File: src/rtl/svm_det_if.sv
// svm_det_if: classifier-result input, hit readout and frame status of the
// SVM detection collector. SVM_DET_BEST_TRACK_EN adds the best-hit outputs.
interface svm_det_if #(
    parameter int FEA_I = 4,
    parameter int FEA_F = 28,
    parameter int SW_W  = 11
);
    localparam int SC = FEA_I + FEA_F;

    logic            i_valid;
    logic            i_is_person;
    logic [SC-1:0]   i_score;
    logic [SW_W-1:0] i_sw_id;
    logic [SC-1:0]   i_thresh;
    logic            o_det_valid;
    logic [SW_W-1:0] o_det_sw_id;
    logic [SC-1:0]   o_det_score;
    logic            i_det_ready;
    logic            o_frame_done;
    logic [SW_W:0]   o_frame_hits;
    logic            o_overflow;
    logic            o_seq_err;
`ifdef SVM_DET_BEST_TRACK_EN
    logic            o_best_valid;
    logic [SW_W-1:0] o_best_sw_id;
    logic [SC-1:0]   o_best_score;

    modport master (
        output i_valid, i_is_person, i_score, i_sw_id, i_thresh, i_det_ready,
        input  o_det_valid, o_det_sw_id, o_det_score, o_frame_done, o_frame_hits,
               o_overflow, o_seq_err, o_best_valid, o_best_sw_id, o_best_score
    );
    modport slave (
        input  i_valid, i_is_person, i_score, i_sw_id, i_thresh, i_det_ready,
        output o_det_valid, o_det_sw_id, o_det_score, o_frame_done, o_frame_hits,
               o_overflow, o_seq_err, o_best_valid, o_best_sw_id, o_best_score
    );
`else
    modport master (
        output i_valid, i_is_person, i_score, i_sw_id, i_thresh, i_det_ready,
        input  o_det_valid, o_det_sw_id, o_det_score, o_frame_done, o_frame_hits,
               o_overflow, o_seq_err
    );
    modport slave (
        input  i_valid, i_is_person, i_score, i_sw_id, i_thresh, i_det_ready,
        output o_det_valid, o_det_sw_id, o_det_score, o_frame_done, o_frame_hits,
               o_overflow, o_seq_err
    );
`endif
endinterface

File: src/rtl/svm_det_collector.sv
// svm_det_collector: gates classifier results against a signed threshold,
// queues hit windows in a FWFT FIFO and tracks frames by window id.
// Optional macro SVM_DET_BEST_TRACK_EN: per-frame best-scoring hit outputs.
module svm_det_collector #(
    parameter int FEA_I  = 4,
    parameter int FEA_F  = 28,
    parameter int SW_W   = 11,
    parameter int NUM_SW = 1200,
    parameter int DEPTH  = 16
) (
    input  logic     clk,
    input  logic     rst,
    svm_det_if.slave bus
);
    localparam int SC = FEA_I + FEA_F;
    localparam int AW = $clog2(DEPTH);
    localparam int CW = SW_W + 1;
    localparam logic [SW_W-1:0] LAST_ID = SW_W'(NUM_SW - 1);
    localparam logic [AW:0]     FULL    = (AW + 1)'(DEPTH);

    typedef enum logic {ST_IDLE, ST_FRAME} state_t;

    state_t          r_state;
    logic [SW_W-1:0] r_prev_id;
    logic [CW-1:0]   r_cnt;
    logic            r_seq_err;
    logic            r_s1_push, r_s1_clr, r_s1_last;
    logic [SW_W-1:0] r_s1_id;
    logic [SC-1:0]   r_s1_score;
    logic            r_frame_done;
    logic [CW-1:0]   r_frame_hits;
    logic            r_overflow;
    logic [SW_W-1:0] r_mem_id [DEPTH];
    logic [SC-1:0]   r_mem_sc [DEPTH];
    logic [AW-1:0]   r_wp, r_rp;
    logic [AW:0]     r_count;

    logic            w_hit, w_first, w_seq_ok, w_acc, w_last, w_pop, w_wr;
    logic [CW-1:0]   w_cnt_base, w_cnt_next;

    assign w_hit      = bus.i_valid & bus.i_is_person &
                        ($signed(bus.i_score) >= $signed(bus.i_thresh));
    assign w_first    = (r_state == ST_IDLE) && (bus.i_sw_id == '0);
    assign w_seq_ok   = (r_state == ST_FRAME) && (bus.i_sw_id == (r_prev_id + 1'b1));
    assign w_acc      = bus.i_valid & (w_first | w_seq_ok);
    assign w_last     = w_acc & (bus.i_sw_id == LAST_ID);
    // A new frame restarts the count from this window
    assign w_cnt_base = w_first ? '0 : r_cnt;
    assign w_cnt_next = (w_hit && (w_cnt_base != '1)) ? w_cnt_base + 1'b1 : w_cnt_base;

    // Frame sequencing FSM: accept in-order ids, flag and discard the rest
    always_ff @(posedge clk or posedge rst) begin
        if (rst) begin
            r_state   <= ST_IDLE;
            r_prev_id <= '0;
            r_cnt     <= '0;
            r_seq_err <= 1'b0;
        end else if (bus.i_valid) begin
            if (w_acc) begin
                r_prev_id <= bus.i_sw_id;
                r_cnt     <= w_cnt_next;
                r_state   <= w_last ? ST_IDLE : ST_FRAME;
                if (w_first)
                    r_seq_err <= 1'b0;
            end else begin
                r_seq_err <= 1'b1;
                r_state   <= ST_IDLE;
            end
        end
    end

    // Stage 1: register the accepted result one cycle ahead of the FIFO write
    always_ff @(posedge clk or posedge rst) begin
        if (rst) begin
            r_s1_push  <= 1'b0;
            r_s1_clr   <= 1'b0;
            r_s1_last  <= 1'b0;
            r_s1_id    <= '0;
            r_s1_score <= '0;
        end else begin
            r_s1_push  <= w_acc & w_hit;
            r_s1_clr   <= w_acc & w_first;
            r_s1_last  <= w_last;
            r_s1_id    <= bus.i_sw_id;
            r_s1_score <= bus.i_score;
        end
    end

    // Frame completion: r_cnt already includes the last window here
    always_ff @(posedge clk or posedge rst) begin
        if (rst) begin
            r_frame_done <= 1'b0;
            r_frame_hits <= '0;
        end else begin
            r_frame_done <= r_s1_last;
            if (r_s1_last)
                r_frame_hits <= r_cnt;
        end
    end

    assign w_pop = bus.i_det_ready & (r_count != '0);
    // A full FIFO still takes the push when the head leaves on the same edge
    assign w_wr  = r_s1_push & ((r_count != FULL) | w_pop);

    // FIFO pointers/occupancy and sticky drop flag (drop wins over frame clear)
    always_ff @(posedge clk or posedge rst) begin
        if (rst) begin
            r_wp       <= '0;
            r_rp       <= '0;
            r_count    <= '0;
            r_overflow <= 1'b0;
        end else begin
            if (w_wr)
                r_wp <= r_wp + 1'b1;
            if (w_pop)
                r_rp <= r_rp + 1'b1;
            case ({w_wr, w_pop})
                2'b10:   r_count <= r_count + 1'b1;
                2'b01:   r_count <= r_count - 1'b1;
                default: r_count <= r_count;
            endcase
            if (r_s1_push && !w_wr)
                r_overflow <= 1'b1;
            else if (r_s1_clr)
                r_overflow <= 1'b0;
        end
    end

    // FIFO storage; reset flushes via the pointers, data needs no reset
    always_ff @(posedge clk) begin
        if (w_wr) begin
            r_mem_id[r_wp] <= r_s1_id;
            r_mem_sc[r_wp] <= r_s1_score;
        end
    end

    assign bus.o_det_valid  = (r_count != '0);
    assign bus.o_det_sw_id  = bus.o_det_valid ? r_mem_id[r_rp] : '0;
    assign bus.o_det_score  = bus.o_det_valid ? r_mem_sc[r_rp] : '0;
    assign bus.o_frame_done = r_frame_done;
    assign bus.o_frame_hits = r_frame_hits;
    assign bus.o_overflow   = r_overflow;
    assign bus.o_seq_err    = r_seq_err;

`ifdef SVM_DET_BEST_TRACK_EN
    logic            r_run_vld, r_best_vld;
    logic [SW_W-1:0] r_run_id, r_best_id;
    logic [SC-1:0]   r_run_score, r_best_score;
    logic            w_run_base;

    assign w_run_base = w_first ? 1'b0 : r_run_vld;

    // Running max of the frame; strict compare keeps the earlier (lower) id on ties
    always_ff @(posedge clk or posedge rst) begin
        if (rst) begin
            r_run_vld   <= 1'b0;
            r_run_id    <= '0;
            r_run_score <= '0;
        end else if (w_acc) begin
            if (w_hit && (!w_run_base || ($signed(bus.i_score) > $signed(r_run_score)))) begin
                r_run_vld   <= 1'b1;
                r_run_id    <= bus.i_sw_id;
                r_run_score <= bus.i_score;
            end else if (w_first) begin
                r_run_vld <= 1'b0;
            end
        end
    end

    // Publish alongside the frame-done pulse
    always_ff @(posedge clk or posedge rst) begin
        if (rst) begin
            r_best_vld   <= 1'b0;
            r_best_id    <= '0;
            r_best_score <= '0;
        end else if (r_s1_last) begin
            r_best_vld   <= r_run_vld;
            r_best_id    <= r_run_vld ? r_run_id : '0;
            r_best_score <= r_run_vld ? r_run_score : '0;
        end
    end

    assign bus.o_best_valid = r_best_vld;
    assign bus.o_best_sw_id = r_best_id;
    assign bus.o_best_score = r_best_score;
`endif
endmodule

File: src/flat_wrapper.sv
// flat-port wrapper written by rule: the top's interface ports become plain ports
module svm_det_collector_flat 
#(
    parameter int FEA_I  = 4,
    parameter int FEA_F  = 28,
    parameter int SW_W   = 11,
    parameter int NUM_SW = 1200,
    parameter int DEPTH  = 16
)
  (clk, rst, bus_i_valid, bus_i_is_person, bus_i_score, bus_i_sw_id, bus_i_thresh, bus_i_det_ready, bus_o_det_valid, bus_o_det_sw_id, bus_o_det_score, bus_o_frame_done, bus_o_frame_hits, bus_o_overflow, bus_o_seq_err);
  svm_det_if #(.FEA_I(FEA_I), .FEA_F(FEA_F), .SW_W(SW_W)) bus_i ();
  input  logic clk;
  input  logic rst;
  input wire logic [$bits(bus_i.i_valid)-1:0] bus_i_valid;
  input wire logic [$bits(bus_i.i_is_person)-1:0] bus_i_is_person;
  input wire logic [$bits(bus_i.i_score)-1:0] bus_i_score;
  input wire logic [$bits(bus_i.i_sw_id)-1:0] bus_i_sw_id;
  input wire logic [$bits(bus_i.i_thresh)-1:0] bus_i_thresh;
  input wire logic [$bits(bus_i.i_det_ready)-1:0] bus_i_det_ready;
  output wire logic [$bits(bus_i.o_det_valid)-1:0] bus_o_det_valid;
  output wire logic [$bits(bus_i.o_det_sw_id)-1:0] bus_o_det_sw_id;
  output wire logic [$bits(bus_i.o_det_score)-1:0] bus_o_det_score;
  output wire logic [$bits(bus_i.o_frame_done)-1:0] bus_o_frame_done;
  output wire logic [$bits(bus_i.o_frame_hits)-1:0] bus_o_frame_hits;
  output wire logic [$bits(bus_i.o_overflow)-1:0] bus_o_overflow;
  output wire logic [$bits(bus_i.o_seq_err)-1:0] bus_o_seq_err;
  assign bus_i.i_valid = bus_i_valid;
  assign bus_i.i_is_person = bus_i_is_person;
  assign bus_i.i_score = bus_i_score;
  assign bus_i.i_sw_id = bus_i_sw_id;
  assign bus_i.i_thresh = bus_i_thresh;
  assign bus_i.i_det_ready = bus_i_det_ready;
  assign bus_o_det_valid = bus_i.o_det_valid;
  assign bus_o_det_sw_id = bus_i.o_det_sw_id;
  assign bus_o_det_score = bus_i.o_det_score;
  assign bus_o_frame_done = bus_i.o_frame_done;
  assign bus_o_frame_hits = bus_i.o_frame_hits;
  assign bus_o_overflow = bus_i.o_overflow;
  assign bus_o_seq_err = bus_i.o_seq_err;
  svm_det_collector #(.FEA_I(FEA_I), .FEA_F(FEA_F), .SW_W(SW_W), .NUM_SW(NUM_SW), .DEPTH(DEPTH)) u_core (.clk(clk), .rst(rst), .bus(bus_i));
endmodule
File: config.mk
export PLATFORM = sky130hd
export DESIGN_NAME = svm_det_collector_flat
export DESIGN_NICKNAME = d
export VERILOG_FILES = /design/src/rtl/svm_det_if.sv /design/src/rtl/svm_det_collector.sv /design/src/flat_wrapper.sv
export SDC_FILE = /design/constraint.sdc
export NUM_CORES = 1
export LEC_CHECK = 0
export BUFFER_PORTS_ARGS = -buffer_cell sky130_fd_sc_hd__buf_4
export CORE_UTILIZATION = 50
export CTS_CLUSTER_DIAMETER = 100
export DETAILED_ROUTE_END_ITERATION = 8
export PLACE_DENSITY = 0.67
export SYNTH_ARGS = -nofsm -noshare
export SYNTH_HDL_FRONTEND = slang
export SYNTH_SLANG_ARGS = --single-unit
File: constraint.sdc
create_clock -name clk -period 3.46 [get_ports clk]
set_input_delay 0.519 -clock clk [delete_from_list [all_inputs] [get_ports clk]]
set_output_delay 0.519 -clock clk [all_outputs]
set_load 0.005 [all_outputs]
* Yosys cells after proc, flatten, opt, wreduce, memory -nomap -nowiden *
Memory sizes are Yosys's and may differ from the RTL's.
Cells that the tools add are included.

storage, ports and cells
  bits in registers = 98
  RAM bits = 688
  bits of input ports = 80
  output and inout bits = 59
  memories kept = 2

cells by class
  $add $sub $neg = 6
  $lt $le $gt $ge = 1
  equality and inequality tests = 7
  muxes and demuxes = 13
  bitwise logic cells = 11
  reductions and logical operators = 11

memories
  memory           depth  width  read ports  clocked after Yosys merged registers in  wr ports  RTL line                 RTL
  u_core.r_mem_sc  16     32     1           0                                        1         svm_det_collector.sv:34  logic [SC-1:0] r_mem_sc [DEPTH];
  u_core.r_mem_id  16     11     1           0                                        1         svm_det_collector.sv:33  logic [SW_W-1:0] r_mem_id [DEPTH];

operator list
  cell                                                                     count
  32-bit >= comparator                                                     1
  32-bit 2-to-1 mux                                                        1
  12-bit 2-to-1 mux                                                        2
  12-bit by 1-bit adder with 12-bit output, second input constant          1
  12-bit inequality test, second input constant                            1
  11-bit by 1-bit adder with 11-bit output, second input constant          1
  11-bit equality test                                                     1
  11-bit equality test, second input constant                              1
  11-bit logical NOT                                                       1
  11-bit 2-to-1 mux                                                        1
  5-bit case mux with 2 select lines                                       1
  4-bit by 1-bit adder with 4-bit output, second input constant            2
  1-bit AND                                                                8
  1-bit 2-to-1 mux                                                         8
  5-bit by 1-bit adder with 5-bit output, second input constant            1
  5-bit inequality test, second input constant                             1
  5-bit nonzero test                                                       1
  5-bit by 1-bit subtractor with 5-bit output, second input constant       1
  1-bit logical AND                                                        4
  2-bit AND reduction                                                      2
  2-bit nonzero test                                                       2
  2-bit by 1-bit equality test with 1-bit output, second input constant    1
  2-bit equality test, second input constant                               1
  2-bit by 1-bit inequality test with 1-bit output, second input constant  1
  other kinds (3)                                                          4

* Longest topological paths before layout *
Gate-level depths: netlist of the first run.

  depth after elaboration = 8
  mapped depth = 14
  depth with buffers taken out = 13

* Worst setup path after synthesis of the first run *
OpenSTA, ideal clock, no wires.

  path kind = reg-to-output
  from = register u_core.r_rp[0]
  to = output port bus_o_det_score[0]
  arrival time = 2.558 ns
  path slack = 0.383 ns
  stages on the path, launching flop included = 7
  path buffers = 3
  path through = dfrtp_1 -> clkbuf_1 -> clkbuf_1 -> buf_1 -> mux4_2 -> mux4_2 -> and2_1

between the ends
  word-level cells in the longest chain between the ends = 2

RTL lines
  item                     RTL line                  RTL
  start, declared          svm_det_collector.sv:35   logic [AW-1:0] r_wp, r_rp;
  start signal, assigned   svm_det_collector.sv:116  r_rp <= r_rp + 1'b1;
  memory read 16 x 32 bit  n/a
  32-bit 2-to-1 mux        svm_det_collector.sv:139  assign bus.o_det_score = bus.o_det_valid ? r_mem_sc[r_rp] : '0;
  end, declared            flat_wrapper.sv:22        output wire logic [$bits(bus_i.o_det_score)-1:0] bus_o_det_score;

No other way between the ends.

* Worst setup path after layout of the first run *
  from = register u_core.r_rp[0]
  to = output port bus_o_det_score[22]

Same word-level chain as after synthesis.

==> results of run 1 <==
-- power by group --
| group | switching, uW | leakage, uW | internal (uW) |
|---|---|---|---|
| registers | 301 | 0.00740 | 10400 |
| clock network | 3490 | 0.00132 | 5310 |
| logic | 2920 | 0.00387 | 4020 |
| total | 6710 | 0.0126 | 19700 |
-- worst register-to-register path: stages, from the launching register on --
cell and delay, ps:
dfrtp_1 410, nor4_1 480, nand3b_1 170, and2_1 290
inv_2 120, ha_1 240, inv_1 110, fa_1 470
inv_1 80, a21o_1 120, a21oi_1 80, xnor2_1 130
nor2_1 130, xor2_1 160
-- sequential cells by signal, summed over array words and instances, names as in the netlist, 4 cells and up --
signal	count
u_core.r_mem_sc	512
u_core.bus.o_frame_hits	12
u_core.r_mem_id	176
u_core.r_count	5
u_core.r_s1_score	32
u_core.r_s1_id	11
u_core.r_wp	4
u_core.r_rp	4
u_core.r_cnt	12
u_core.r_prev_id	11
-- cell families (layout without fill, tap and decap cells) --
| kind of cell | Yosys count | in the layout |
|---|---|---|
| flip-flops | 786 | 786 |
| multiplexers | 244 | 244 |
| AND/OR/NAND/NOR | 174 | 174 |
| buffers and inverters | 109 | 400 |
| AO/OA/AOI/OAI | 52 | 52 |
| adder cells (fa/ha/maj) | 44 | 44 |
| XOR/XNOR | 33 | 33 |
-- per-stage QoR --
stage	instance area, um^2	setup TNS [ps]	hold slack (ps)	std cells	worst slack [ps]
4_1_cts	36300	-376	1.42	2507	-50.8
3_3_place_gp	33400	0	428	2350	407
2_1_floorplan	30900	0	407	1442	379
3_5_place_dp	33400	0	423	2350	336
5_1_grt	36400	0	11.8	2515	4.68
6_report	36400	0	10.2	2515	71.4
-- layer usage --
metal | track usage | routed length [um] | vias to the layer above
li1 | - | - | 6355
met4 | 0.0703 | 1510 | 0
met3 | 0.0387 | 4130 | 84
met2 | 0.368 | 34800 | 496
met1 | 0.306 | 28800 | 7991
met5 | 0 | 0 | -
-- Yosys cell counts (2+ instances only) --
master    instances
xnor2_1          18
clkbuf_1         40
nor2b_1           3
nand2_1          31
mux4_2          215
dfrtp_1          98
edfxtp_1        688
mux2i_1           5
mux2_2           12
a21oi_1          21
and2_1           65
a31o_1            2
nand3_1          14
nor4_1            8
o21ai_0           5
a211oi_1          2
ha_1             43
xor2_1           15
mux2_1            3
nand2b_1          2
mux2_4            9
nor2_1           13
inv_1            47
and3_1            8
o211ai_1          3
and4_1            4
inv_2             2
a21o_1            3
nor3_1            3
buf_1            18
o21ai_1           6
nand2_4           2
nand4_1          14
or4_1             2
-- final cells by class --
| cell class | instances | share of cell area |
|---|---|---|
| sequential | 786 | 0.635 |
| timing repair buffer | 204 | 0.0549 |
| inverter | 49 | 0.00512 |
| clock buffer | 111 | 0.0630 |
| clock inverter | 36 | 0.0115 |
| multi-input combinational | 547 | 0.203 |
| tap | 782 | 0.0269 |
-- path summary, 6_finish.rpt --
kind	startpoint	end	slack, ps	depth (start not counted)
worst max-delay path	u_core.r_rp[0]	bus_o_det_score[22]	70	6
worst min-delay path	rst	u_core.r_s1_score[19]	10	2
worst max register to register	u_core.r_count[1]	u_core.r_count[4]	380	13
worst min register to register	u_core.r_s1_clr	u_core.bus.o_overflow	450	1
max in group asynchronous	rst	u_core.r_prev_id[7]	2610	3
min in group clk	bus_i_score[31]	u_core.r_s1_score[31]	20	1
-- what timing repair did --
| item | in CTS | in global routing |
|---|---|---|
| endpoints found under the hold margin | 7 | 0 |
| buffers inserted | 2 | 4 |
| setup endpoints to repair | 21 | 27 |
| hold buffers | 7 | 0 |
| gates resized for setup | 2 | 1 |
| gates cloned | 1 | 4 |
==> flow_summary.ini, run 1 <==
[run_status]
status = complete, no violations

[yosys]
yosysTopAreaCell = edfxtp_1
yosysUniqueCellTypes = 52
synth_edf_count = 688
syn_area_per_cell_um2 = 21.4
syn-cell-area_um2 = 30900
syn_inst = 1442
synth_area_leaders = edfxtp_1, mux4_2, dfrtp_1
yosys_warnings = 0
synth-compound-area-share = 0.0108
synth.top_cell.area_share = 0.669
synthMuxAreaShare = 0.168
synth_top_family_by_area = multiplexers
synth_top_flop_cell = edfxtp_1
synth-seq-cells = 786
syn-num-nets = 1566
async_flop_share = 0.125
synthXorXnorAreaFrac = 0.00935
synthAdderAreaFrac = 0.0181
ys_seq_area_frac = 0.748
synth-simple-area-share = 0.0322

[die]
fp-row-count = 90
design.die.area_um2 = 62800
core_area_um2 = 60700
die_w_um = 251
ios = 139
start_util = 0.509
fp.dieH_um = 251

[clock_network]
cts_root_buf = clkbuf_16
worstSkewPairLatency_ps = 620
cts_tree = yes
clkSlewWorstSetupHoldPaths_ps = 60
cts_sinks = 786
cts_made_buffers = 79
htree_levels = 3
cts_buffer_depth = 3

[layout]
multi_input_area_um2 = 7390
fin_nets = 1791
mostFrequentLayoutCell = edfxtp_1
post-route-util = 0.600
antenna_cells = 0
drive_gt1_frac = 0.335
fill_cells = 4207
ff_latch_area_um2 = 23100
area_growth_pct = 17.8
layout_common_cells = edfxtp_1, mux4_2, buf_4

[route]
drc_errors = 0
wire_per_inst_um = 27.5
viasPerCell = 5.93
drt_wl_total_um = 69200
firstDrtPassIters = 5
first_iter_violations = 1386
antenna_left = 0
vias = 14900

[setup_path]
cp.required_ps = 2940
worst_path_max_delay_cell = dfrtp_4
slowest_delay_ps = 510
crit_arrival_ps = 2870
worstSetupStartpointType = register
crit_type = register to output pin
crit_family = multiplexers
cp_num_buf_inv = 3
crit_chain = buf_4, buf_16, mux4_2, mux4_2, and2_1, buf_4
cp_max_fo = 10
end_kind = output pin

[global_routing]
grt_overflow_total = 0
grt_pass1_wl_um = 101000
grt_pass1_vias = 15800
antenna_found_initial = 0
grt_max_degree = 63
grt.total_usage = 0.223

[timing]
worstMarginPinSlew_ps = 872
finClkSkew_ps = 16.9
report.final.hold_viol_count = 0
max_freq_mhz = 295
rsz0062_at_grt = no
period_share = 0.979
fin_crit_ps = 3390
setup_viol_count_final = 0
slew_headroom = 0.418
slew_violations = 0

[power]
p_leak_uw = 0.0126
power_density_nw_per_um2 = 727
ir_worst_vdd_uv = 471
power.total_uw = 26400

[job]
drv_cap = 0

[hold_path]
hp-class = primary input to asynchronous set/reset pin

[place]
gp_congestion = 0.801
dp_hpwl_um = 37000
port_buffers = 138
Note: power is estimated with default switching activity, not from simulation.
==> run 2: changes to the inputs <==
==> constraint.sdc (replaced) <==
create_clock -name clk -period 3.46 [get_ports clk]
set_input_delay 0.173 -clock clk [delete_from_list [all_inputs] [get_ports clk]]
set_output_delay 0.173 -clock clk [all_outputs]
set_load 0.005 [all_outputs]
==> run 2 against run 1 <==
Global-route usage shrank 0.32 points. Wire length fell by 3.3%. Die area is the same. Design area shrank 0.17%. Combinational power shrank 6.5%. Maximum frequency increased by 6.4%. Sequential power barely moved. Clock skew rose by 6.9 ps. Flip-flop and latch count stayed put. Utilization shrank 0.10 points. Critical path type unchanged. Critical endpoint unchanged. Largest cell class unchanged.
==> flow_summary.ini, run 2 (synthesized netlist as in run 1, its figures left out) <==
[run_status]
status = complete, no violations

[global_routing]
grt_overflow_total = 0
grt_pass1_wl_um = 100000
antenna_found_initial = 0
gr-usage-met3 = 0.0330
grt.total_usage = 0.220
top_usage_layer = met2
grt_pass1_vias = 15900
gr-usage-met2 = 0.360
grtUsageMet1 = 0.306
grt_max_degree = 77

[setup_path]
crit_type = register to output pin
cp_max_fo = 43
end_kind = output pin
cp.required_ps = 3290
worstSetupStartpointType = register
crit_arrival_ps = 3010

[timing]
holdWs_ps = 130
slew_violations = 0
slew_headroom = 0.371
fin_crit_ps = 3180
report.final.hold_viol_count = 0
setup_viol_count_final = 0
finalSetupTns_ps = 0
finClkSkew_ps = 23.8
max_freq_mhz = 314
worstMarginPinSlew_ps = 944
rsz0062_at_grt = no
period_share = 0.921

[die]
die_w_um = 251
ios = 139
fp.dieH_um = 251
fp-row-count = 90
core_area_um2 = 60700
design.die.area_um2 = 62800
start_util = 0.509

[route]
wire_per_inst_um = 26.3
first_iter_violations = 1572
vias = 14900
antenna_left = 0
firstDrtPassIters = 5
viasPerCell = 5.88
drc_errors = 0
drt_wl_total_um = 66900

[layout]
top_regs = u_core.r_mem_sc: 512 flops, u_core.r_mem_id: 176 flops, u_core.r_s1_score: 32 flops
largest_reg_flops = 512
antenna_cells = 0
area_growth_pct = 17.6
top_register = u_core.r_mem_sc
layout_common_cells = edfxtp_1, mux4_2, buf_4
fin_nets = 1817
drive_gt1_frac = 0.320
mostFrequentLayoutCell = edfxtp_1
fin_cells = 2539

[hold_path]
hp-class = primary input to asynchronous set/reset pin

[place]
dp_hpwl_um = 37500
gp_congestion = 0.770
placedCellCount = 2346
port_buffers = 138

[clock_network]
cts_buffer_depth = 3
cts_tree = yes
worstSkewPairLatency_ps = 620
cts_sinks = 786
htree_levels = 3
clkSlewWorstSetupHoldPaths_ps = 60
cts_root_buf = clkbuf_16
cts_made_buffers = 80

[power]
ir_worst_vdd_uv = 548
power_density_nw_per_um2 = 704
p_leak_uw = 0.0126

[job]
drv_cap = 0
[run 2: changes by cell type in the layout (fill, tap and decap cells not counted), sizes merged]
cell | previous run | this run
dlygate4sd3 | 7 | 46
buf | 193 | 183
bufinv | 9 | 4
clkinv | 23 | 21
clkbuf | 115 | 116
inv | 51 | 52
[run 2: final cells by class]
| class | instances | area [um^2] |
|---|---|---|
| sequential | 786 | 23100 |
| tap | 782 | 978 |
| multi-input combinational | 547 | 7390 |
| clock buffer | 116 | 2300 |
| clock inverter | 30 | 255 |
| timing repair buffer | 229 | 2090 |
| fill | 4297 | 24400 |
| inverter | 49 | 186 |
[run 2: worst paths after layout]
path	startpoint	to	slack (ps)	depth (start not counted)
max	u_core.r_rp[0]	bus_o_det_score[22]	280	5
max reg2reg	u_core.r_prev_id[0]	u_core.r_cnt[11]	350	9
min in group clk	bus_i_is_person	u_core.r_s1_push	230	3
min	rst	u_core.r_s1_score[16]	130	3
max in group asynchronous	rst	u_core.r_s1_score[26]	2530	4
min reg2reg	u_core.r_s1_clr	u_core.bus.o_overflow	440	1
[run 2: metrics by stage]
stage	util	cell area (um^2)	worst slack (ps)	total power (uW)
after CTS	0.598	36300	53.3	25900
after global routing	0.599	36300	92.1	26700
after global placement	0.549	33300	455	17500
after floorplan	-	30900	589	15100
final	0.599	36300	275	25600
after detailed placement	0.549	33300	396	17500
[run 2: worst max-delay path, cell delays in order (launching register included)]
cell	delay, ps
dfrtp_4	620
buf_12	360
mux4_2	550
mux4_2	470
and2_1	230
buf_4	160
[run 2: power breakdown]
group | internal, uW | switching [uW]
registers | 10400 | 356
clock network | 4910 | 3420
logic | 3800 | 2700
[run 2: repair_timing]
action / in CTS / in global routing
endpoints found under the setup margin: 0 / 1
gates resized for setup: 0 / 0
hold buffers: 46 / 0
hold endpoints to repair: 80 / 0
buffers inserted: 0 / 1
[run 2: per-layer routing]
metal	part of all wire	wire [um]
met4	0.023	1550
met2	0.50	33800
met1	0.42	27800
met3	0.056	3720
met5	0	0
==> run 3: changes to the inputs <==
- GPL_TIMING_DRIVEN: unset -> 0
- clock period: 3.46 -> 3 ns (I/O delays scaled with it)
==> run 3 against run 2 <==
The flow now finishes with violations (setup timing). First-iteration DRC count decreased by 7.5%. Clock power increased by 17%. Flip-flop and latch count unchanged. Wire length increased by 4.9%. Via count increased by 2.0%. Global-route usage increased by 0.94 points. Combinational power increased by 33%. Count of clock-buffer cells in the layout decreased by 7. Largest power group unchanged. Highest routed layer unchanged.
==> flow_summary.ini, run 3 (synthesized netlist as in run 1, its figures left out) <==
[power]
p_leak_uw = 0.0127
ir_worst_vdd_uv = 555
power_density_nw_per_um2 = 836

[clock_network]
cts_tree = yes
worstSkewPairLatency_ps = 620
clkSlewWorstSetupHoldPaths_ps = 60
cts_sinks = 786
htree_levels = 3
cts_buffer_depth = 3
cts_root_buf = clkbuf_16
cts_made_buffers = 78

[layout]
top_regs = u_core.r_mem_sc: 512 flops, u_core.r_mem_id: 176 flops, u_core.r_s1_score: 32 flops
antenna_cells = 0
layout_common_cells = edfxtp_1, mux4_2, buf_4
fin_cells = 2560
mostFrequentLayoutCell = edfxtp_1
largest_reg_flops = 512
drive_gt1_frac = 0.332
area_growth_pct = 18.3
fin_nets = 1836
top_register = u_core.r_mem_sc

[global_routing]
antenna_found_initial = 1
grt.total_usage = 0.229
grt_pass1_vias = 16100
grt_max_degree = 68
grt_overflow_total = 0
grt_pass1_wl_um = 103000

[place]
gp_congestion = 0.768
placedCellCount = 2363
port_buffers = 138
dp_hpwl_um = 38700

[route]
viasPerCell = 5.95
wire_per_inst_um = 27.4
antenna_left = 0
first_iter_violations = 1454
drt_wl_total_um = 70200
vias = 15200
drc_errors = 0
firstDrtPassIters = 5

[setup_path]
end_kind = output pin
crit_arrival_ps = 2910
worstSetupStartpointType = register
slowest_delay_ps = 560
cp_max_fo = 10
crit_chain = clkbuf_16, buf_12, mux4_2, mux4_2, and2_1, buf_4
worst_path_max_delay_cell = mux4_2
crit_type = register to output pin
cp.required_ps = 2850
path_common_cell = mux4_2

[die]
die_w_um = 251
design.die.area_um2 = 62800
fp-row-count = 90
start_util = 0.509
ios = 139
core_area_um2 = 60700
fp.dieH_um = 251

[timing]
finClkSkew_ps = 15.4
rsz0062_at_grt = yes
slew_violations = 0
finalSetupTns_ps = -127
period_share = 1.02
fin_crit_ps = 3060
report.final.hold_viol_count = 0
max_freq_mhz = 327
slew_headroom = 0.352
holdWs_ps = 125
timing.final.ws_setup_ps = -57.6
worstMarginPinSlew_ps = 971
setup_viol_count_final = 4

[hold_path]
hp-class = primary input to asynchronous set/reset pin

[run_status]
violations = setup timing
status = finished, violations left

[job]
drv_cap = 0
run 3: changes by cell type in the layout (fill, tap and decap cells not counted), sizes merged:
cell | previous run | this run
inv | 52 | 51
clkinvlp | 2 | 4
clkinv | 21 | 27
buf | 183 | 166
clkbuf | 116 | 147
run 3: routing by layer:
| layer | GRT usage | routed length (um) |
|---|---|---|
| met1 | 0.322 | 29400 |
| met2 | 0.367 | 34600 |
| met3 | 0.0406 | 4390 |
| met4 | 0.0761 | 1750 |
| met5 | 0 | 0 |
run 3: cell type report:
cell class,instances,area (um^2)
clock inverter,37,303
buffer,57,623
fill,4230,24100
multi-input combinational,547,7460
sequential,786,23100
inverter,49,189
timing repair buffer,193,1590
tap,782,978
clock buffer,109,2280
run 3: repair_timing:
| action | in CTS | in global routing |
|---|---|---|
| gates cloned | 1 | 0 |
| hold buffers | 46 | 0 |
| hold endpoints to repair | 99 | 0 |
| pin swaps | 2 | 5 |
| endpoints found under the setup margin | 68 | 320 |
| resized for setup | 166 | 9 |
| buffers inserted | 4 | 3 |
run 3: report_power, final:
| group | switching, uW | internal [uW] |
|---|---|---|
| Clock | 4030 | 5680 |
| Sequential | 234 | 12000 |
| Combinational | 3810 | 4820 |
run 3: metrics by stage:
stage | util | area [um^2] | worst slack (ps) | power [uW]
after global placement | 0.542 | 32900 | -1890 | 20500
after detailed placement | 0.544 | 33000 | -666 | 20500
after global routing | 0.602 | 36500 | -96.7 | 31700
after CTS | 0.602 | 36500 | -55.8 | 30800
final | 0.602 | 36500 | -57.6 | 30600
after floorplan | - | 30900 | 129 | 17500
run 3: final timing paths:
check	start	to	slack, ps	depth (start not counted)
max	u_core.r_rp[0]	bus_o_det_sw_id[10]	-60	6
min	rst	u_core.r_s1_score[18]	120	3
max reg2reg	u_core.r_prev_id[1]	u_core.r_prev_id[0]	120	10
min reg2reg	u_core.r_s1_clr	u_core.bus.o_overflow	450	1
max in group asynchronous	rst	u_core.r_prev_id[0]	2150	4
min in group clk	bus_i_score[29]	u_core.r_s1_score[29]	200	2
run 3: worst max-delay path, delay by kind of cell (launching register included):
| family | cells | cell delay, ps |
|---|---|---|
| AND/OR/NAND/NOR | 1 | 220 |
| flip-flops | 1 | 440 |
| multiplexers | 2 | 1090 |
| buffers and inverters | 3 | 520 |
